<file path="src/rtl/seg7_pkg.sv">
// Shared types, glyphs and the default message for the scrolling 7-segment driver.
package seg7_pkg;

  // Segment pattern {g,f,e,d,c,b,a}, logical 1 = segment lit
  typedef logic [6:0] seg_t;

  localparam seg_t SEG_BLANK = 7'h00;

  localparam seg_t GLYPH_0 = 7'h3F;
  localparam seg_t GLYPH_1 = 7'h06;
  localparam seg_t GLYPH_2 = 7'h5B;
  localparam seg_t GLYPH_3 = 7'h4F;
  localparam seg_t GLYPH_4 = 7'h66;
  localparam seg_t GLYPH_5 = 7'h6D;
  localparam seg_t GLYPH_6 = 7'h7D;
  localparam seg_t GLYPH_7 = 7'h07;
  localparam seg_t GLYPH_8 = 7'h7F;
  localparam seg_t GLYPH_9 = 7'h6F;
  localparam seg_t GLYPH_H = 7'h76;
  localparam seg_t GLYPH_C = 7'h39;
  localparam seg_t GLYPH_E = 7'h79;
  localparam seg_t GLYPH_L = 7'h38;
  localparam seg_t GLYPH_P = 7'h73;

  localparam int unsigned DEFAULT_MSG_LEN = 8;

  // Entry 0 is the leftmost character at offset 0
  localparam seg_t DEFAULT_MSG [DEFAULT_MSG_LEN] = '{
    GLYPH_H, GLYPH_1, GLYPH_C, GLYPH_0, GLYPH_4, GLYPH_1, GLYPH_0, GLYPH_2
  };

  // Counter/address width that never collapses to zero bits
  function automatic int unsigned clog2_min1(input int unsigned n);
    return (n <= 2) ? 1 : $clog2(n);
  endfunction

  // Reset contents of message entry i; entries past the default text are blank
  function automatic seg_t default_entry(input int unsigned i);
    seg_t v;
    v = SEG_BLANK;
    for (int unsigned j = 0; j < DEFAULT_MSG_LEN; j++) begin
      if (j == i) v = DEFAULT_MSG[j];
    end
    return v;
  endfunction

endpackage

</file>
<file path="src/rtl/clk_div_tick.sv">
// Enabled modulo-DIV counter producing a one-cycle pulse on its terminal count.
module clk_div_tick
  import seg7_pkg::*;
#(
  parameter int unsigned DIV = 4
) (
  input  logic i_clk,
  input  logic i_clr,
  input  logic i_en,
  output logic o_tick
);

  localparam int unsigned CW = clog2_min1(DIV);
  localparam logic [CW-1:0] LAST = CW'(DIV - 1);

  logic [CW-1:0] r_count;
  logic          w_last;

  assign w_last = (r_count == LAST);
  // Masked during clear so a terminal count caught by reset never escapes
  assign o_tick = i_en && w_last && !i_clr;

  // Count 0..DIV-1 while enabled, hold value while disabled
  always_ff @(posedge i_clk) begin
    if (i_clr) begin
      r_count <= '0;
    end else if (i_en) begin
      r_count <= w_last ? '0 : r_count + CW'(1);
    end
  end

endmodule

</file>
<file path="src/rtl/seg7_scroll_mux.sv">
// Multiplexed, scrolling 7-segment driver with a writable message and key override.
module seg7_scroll_mux
  import seg7_pkg::*;
#(
  parameter int unsigned DIGITS         = 4,
  parameter int unsigned MSG_LEN        = 8,
  parameter int unsigned REFRESH_DIV    = 65536,
  parameter int unsigned SCROLL_DIV     = 67108864,
  parameter bit          SEG_ACTIVE_LOW = 1'b1
) (
  input  logic                           i_clk,
  input  logic                           i_rst,
  input  logic                           i_msg_wr,
  input  logic [clog2_min1(MSG_LEN)-1:0] i_msg_addr,
  input  logic [6:0]                     i_msg_data,
  input  logic                           i_scroll_en,
  input  logic                           i_dir,
  input  logic                           i_print,
  input  logic [7:0]                     i_key,
  output logic [6:0]                     o_led,
  output logic [DIGITS-1:0]              o_ce,
  output logic                           o_step
);

  localparam int unsigned AW = clog2_min1(MSG_LEN);
  localparam int unsigned DW = clog2_min1(DIGITS);
  localparam seg_t LED_OFF = SEG_ACTIVE_LOW ? seg_t'(7'h7F) : SEG_BLANK;

  logic              w_ref_tick;
  logic              w_scr_tick;
  logic [DW-1:0]     r_digit;
  logic [AW-1:0]     r_offset;
  seg_t              r_msg [MSG_LEN];
  logic              w_addr_ok;
  logic [31:0]       w_sum;
  logic [AW-1:0]     w_idx;
  logic              w_key_onehot;
  logic [2:0]        w_key_idx;
  logic              w_key_ok;
  seg_t              w_pattern;
  logic [DIGITS-1:0] w_ce_next;
  logic [6:0]        r_led;
  logic [DIGITS-1:0] r_ce;
  logic              r_step;

  clk_div_tick #(
    .DIV (REFRESH_DIV)
  ) u_refresh (
    .i_clk  (i_clk),
    .i_clr  (i_rst),
    .i_en   (1'b1),
    .o_tick (w_ref_tick)
  );

  clk_div_tick #(
    .DIV (SCROLL_DIV)
  ) u_scroll (
    .i_clk  (i_clk),
    .i_clr  (i_rst),
    .i_en   (i_scroll_en),
    .o_tick (w_scr_tick)
  );

  // Digit index advances once per refresh slot, wrapping at DIGITS-1
  always_ff @(posedge i_clk) begin
    if (i_rst) begin
      r_digit <= '0;
    end else if (w_ref_tick) begin
      r_digit <= (r_digit == DW'(DIGITS - 1)) ? '0 : r_digit + DW'(1);
    end
  end

  // Scroll offset moves one entry per scroll step, modulo MSG_LEN
  always_ff @(posedge i_clk) begin
    if (i_rst) begin
      r_offset <= '0;
    end else if (w_scr_tick) begin
      if (i_dir) begin
        r_offset <= (r_offset == '0) ? AW'(MSG_LEN - 1) : r_offset - AW'(1);
      end else begin
        r_offset <= (r_offset == AW'(MSG_LEN - 1)) ? '0 : r_offset + AW'(1);
      end
    end
  end

  // Zero-extend before comparing so the check holds for any MSG_LEN
  assign w_addr_ok = (32'(i_msg_addr) < MSG_LEN);

  // Message store: reloads the default text on reset, out-of-range writes dropped
  always_ff @(posedge i_clk) begin
    if (i_rst) begin
      for (int unsigned i = 0; i < MSG_LEN; i++) begin
        r_msg[i] <= default_entry(i);
      end
    end else if (i_msg_wr && w_addr_ok) begin
      r_msg[i_msg_addr] <= i_msg_data;
    end
  end

  // Sum never exceeds 2*max(MSG_LEN, DIGITS), so one modulo is exact
  assign w_sum = 32'(r_offset) + 32'(r_digit);
  assign w_idx = AW'(w_sum % MSG_LEN);

  // Select the pattern for the current digit: override entry or scrolled entry
  always_comb begin
    w_key_onehot = (i_key != 8'd0) && ((i_key & (i_key - 8'd1)) == 8'd0);
    w_key_idx    = 3'd0;
    for (int unsigned i = 0; i < 8; i++) begin
      if (i_key[i]) w_key_idx = 3'(i);
    end
    w_key_ok  = w_key_onehot && (32'(w_key_idx) < MSG_LEN);
    w_pattern = SEG_BLANK;
    if (i_print) begin
      if (w_key_ok) w_pattern = r_msg[AW'(w_key_idx)];
    end else begin
      w_pattern = r_msg[w_idx];
    end
  end

  assign w_ce_next = ~(DIGITS'(1) << r_digit);

  // led and ce share one register stage so they always switch together
  always_ff @(posedge i_clk) begin
    if (i_rst) begin
      r_led  <= LED_OFF;
      r_ce   <= '1;
      r_step <= 1'b0;
    end else begin
      r_led  <= SEG_ACTIVE_LOW ? ~w_pattern : w_pattern;
      r_ce   <= w_ce_next;
      r_step <= w_scr_tick;
    end
  end

  assign o_led  = r_led;
  assign o_ce   = r_ce;
  assign o_step = r_step;

endmodule

</file>
<file path="config.mk">
export PLATFORM = sky130hd
export DESIGN_NAME = seg7_scroll_mux
export DESIGN_NICKNAME = d
export VERILOG_FILES = /design/src/rtl/seg7_pkg.sv /design/src/rtl/clk_div_tick.sv /design/src/rtl/seg7_scroll_mux.sv
export SDC_FILE = /design/constraint.sdc
export NUM_CORES = 1
export LEC_CHECK = 0
export BUFFER_PORTS_ARGS = -buffer_cell sky130_fd_sc_hd__clkbuf_2
export CAP_MARGIN = 20
export CELL_PAD_IN_SITES_DETAIL_PLACEMENT = 1
export CELL_PAD_IN_SITES_GLOBAL_PLACEMENT = 2
export CORE_MARGIN = 2
export CORE_UTILIZATION = 35
export DETAILED_ROUTE_END_ITERATION = 16
export PLACE_DENSITY = 0.73
export SLEW_MARGIN = 20
export SYNTH_ARGS = -nofsm -noshare
export SYNTH_HDL_FRONTEND = slang
export SYNTH_SLANG_ARGS = --single-unit
</file>
<file path="constraint.sdc">
create_clock -name i_clk -period 2.3 [get_ports i_clk]
set_clock_uncertainty 0.2 [all_clocks]
set_input_delay 0.46 -clock i_clk [delete_from_list [all_inputs] [get_ports i_clk]]
set_output_delay 0.46 -clock i_clk [all_outputs]
set_load 0.005 [all_outputs]
</file>
==> results by group <==
Setup path
  • RR Startpoint: r_offset[0]
  • Crit. End Element: flip-flop
  • WP data arrival: between 2000 and 2500 ps
  • Startpoint types: flip-flop
  • CP bufs+invs: 1
  • Crit-path leading delay family: adder cells
  • Critical path class: reg2reg
  • Worst-path cell chain: ha_4 -> fa_2 -> buf_6 -> mux4_2 -> nand2_2 -> a21oi_1 -> o211ai_1
  • Max FO, Critical Path: 5
  • Slowest stage delay, CP: 630 ps
  • CP max stage cell: fa_2
  • Worst setup startpoint: r_offset[0]
  • CP Data Required Time: around 2400 ps

Final layout
  • ANT cells: 0
  • Area of the multi-input gates: 2673 sq um
  • Fill cell count: between 1500 and 2000
  • Final Net Count: approximately 650
  • Layout Area Growth over Synthesis: 21.34%
  • Most frequent cells in the layout: nor2_1 (78), dfxtp_1 (58), edfxtp_1 (56)
  • Share of cells above drive strength 1: 0.2087
  • Most common cell after layout, fill and taps aside: nor2_1
  • Final instance area: about 7000 sq um
  • FF/Latch Area: roughly 2900 sq um

Clock tree
  • H-tree level count: 4
  • Clock transition at path regs: ~50 ps
  • Clk Latency, worst-skew pair: 410 ps
  • CTS tree: built
  • Clk sinks: approximately 120
  • CTS Buffer Depth: 2
  • # hold bufs at CTS: 0
  • CTS buffer count: 17
  • Root Driver: clkbuf_16

Place
  • Detailed Place HPWL: about 11 mm
  • Routability Congestion: between 0.8 and 0.9
  • Post-DP Area: around 6300 sq um
  • IO Port Bufs: 35

STA
  • Slew Limit Headroom: 0.6786
  • Final worst path period need: between 2000 and 2500 ps
  • Worst slew pin tran: 481.5 ps
  • Worst hold slack: 227.9 ps
  • Period Utilization, post-route: 0.9667
  • Count of final max-slew check failures: 0
  • Final hold vios: 0
  • RSZ-0062 raised after global routing: false
  • Max Freq: 449.8 MHz
  • Setup violations, final: 0

Synth
  • Ys Warns: 0
  • Synth area leaders: edfxtp_1 (30%), dfxtp_1 (21%), mux4_2 (5.6%)
  • EDFF count, synth: 56
  • Syn avg cell area: ~10 sq um
  • Distinct cells, synth: 51
  • FF+latch count, synth: between 100 and 150
  • Post-synth top flop: dfxtp_1
  • Top cell type's share of synthesized area: 0.2971
  • Mapped Area: roughly 5700 sq um
  • Register area share after synthesis: 0.5059
  • Post-synth net total: ~580
  • Top cell type by total area after synthesis: edfxtp_1
  • FFs w/ async S/R, synth: 0
  • Synth Instances: 540

Floorplanning
  • Die Area: 17200 sq um
  • Die width: between 100 and 150 microns
  • Initial Util: 0.3575
  • Num rows: 46
  • Core Region: 15830 sq um
  • Io pins: 36
  • Die H: around 130 microns

Drt
  • Via density: just over 5
  • Drt wl/cell: 17.14 microns
  • DRT Wirelength: roughly 14 mm
  • Final ANT Viol Nets: 0
  • Initial DRC count: ~170
  • DR pass1 iterations: 4
  • Via count: between 4000 and 5000
  • DRC: 0

Global route
  • Gr usage total: 0.1762
  • Largest net degree at the start of global routing: 21
  • First-pass GRT wire length: around 24 mm
  • Gr ovfl total: 0
  • Vias in the first global route: 4581
  • Initial antenna violation count: 0

Power and ir drop
  • Power density cells: 713.8 nW/um^2
  • Peak supply drop: between 0.0004 and 0.0005 V
  • Leak: around 2.5 nW

Job
  • Max cap viols: 0

Outcome
  • Status: finished, final reports clean

Worst hold path
  • Hold Startpoint: i_scroll_en
  • Worst hold path type: in2reg
## worst reg2reg max path: cells and delay by family, from the launching register on
| kind | cells | cell delay, ps |
|---|---|---|
| AO/OA/AOI/OAI | 2 | 250 |
| adder cells (fa/ha/maj) | 2 | 790 |
| buffers and inverters | 1 | 140 |
| flip-flops | 1 | 330 |
| multiplexers | 1 | 330 |
| AND/OR/NAND/NOR | 1 | 80 |
## state kept, by name, summed over array words and instances (netlist names)
signal / count
r_digit: 2
r_offset: 3
r_msg: 56
u_scroll.r_count: 26
o_step: 1
u_refresh.r_count: 16
o_ce: 4
o_led: 7
## area by class of cell
type                            instances  area share
Multi-Input combinational cell        387      0.3892
Clock buffer                           22     0.06469
Tap cell                              216     0.03936
Clock inverter                         10    0.009657
Sequential cell                       115      0.4171
Inverter                               17    0.009293
Timing Repair Buffer                   72     0.07070
## synth_stat cells, types with 2 or more instances
cell and n:
a21oi_1 12, a221oi_1 6, a22oi_1 6, and2_1 13, and3_1 11, and4_1 3, buf_2 5, clkbuf_1 13
dfxtp_1 59, edfxtp_1 56, ha_1 11, inv_1 16, mux2_2 2, mux2i_1 16, mux4_2 14, nand2_1 55
nand2b_1 5, nand3_1 12, nand3b_1 3, nand4_1 11, nor2_1 78, nor2b_1 3, nor3_1 11, nor4_1 5
o211ai_1 8, o21ai_0 14, o311a_1 6, o31ai_1 2, or2_2 7, or3_1 17, xnor2_1 17, xor2_1 24
## logic make-up after synthesis
group / count (synthesis) / share of synthesized area
xor gates and xnor gates: 41 / 0.06345
adders and majority gates: 13 / 0.02963
muxes: 32 / 0.08799
DFF: 115 / 0.5059
and+or+nand+nor: 239 / 0.2047
AOI/OAI and AO/OA: 62 / 0.08004
buffers and inverters: 38 / 0.02830
## metrics by stage
| stage | total power [mW] | cells | utilization | TNS (ps) | setup WS [ps] |
|---|---|---|---|---|---|
| after floorplan | 2.479 | 540 | - | -2897 | -141.7 |
| after global placement | 2.637 | 807 | 0.3987 | -14.31 | -14.31 |
| after detailed placement | 2.648 | 807 | 0.3987 | -151.3 | -64.73 |
| after CTS | 4.959 | 839 | 0.4311 | 0 | 25.41 |
| after global routing | 5.092 | 839 | 0.4338 | 0 | 2.660 |
| final | 4.901 | 839 | 0.4338 | 0 | 76.68 |
## where the power goes
part,switching [mW],internal [mW]
Sequential,0.0530,2.23
Clock,0.844,1.45
Combinational,0.194,0.133
## metal layers
layer,track usage,up-vias,routed length [microns]
li1,-,2074,-
met1,0.2043,2088,6260
met2,0.3129,78,7326
met3,0.04514,22,537
met4,0.06643,0,257
met5,0,-,0
## final timing paths
check / slack, ps / to / cells past startpoint
worst max register to register: 80 / o_led[3] / 7
worst max-delay path: 80 / o_led[3] / 7
worst min register to register: 260 / u_refresh.r_count[0] / 1
worst min-delay path: 230 / u_scroll.r_count[1] / 4
## timing repair
action                                  4_1_cts  5_1_grt
pin swaps                                     0        5
endpoints found under the setup margin        3       17
resized for setup                             1       11
buffers inserted                              0        0
Note: power is estimated with default switching activity, not from simulation.
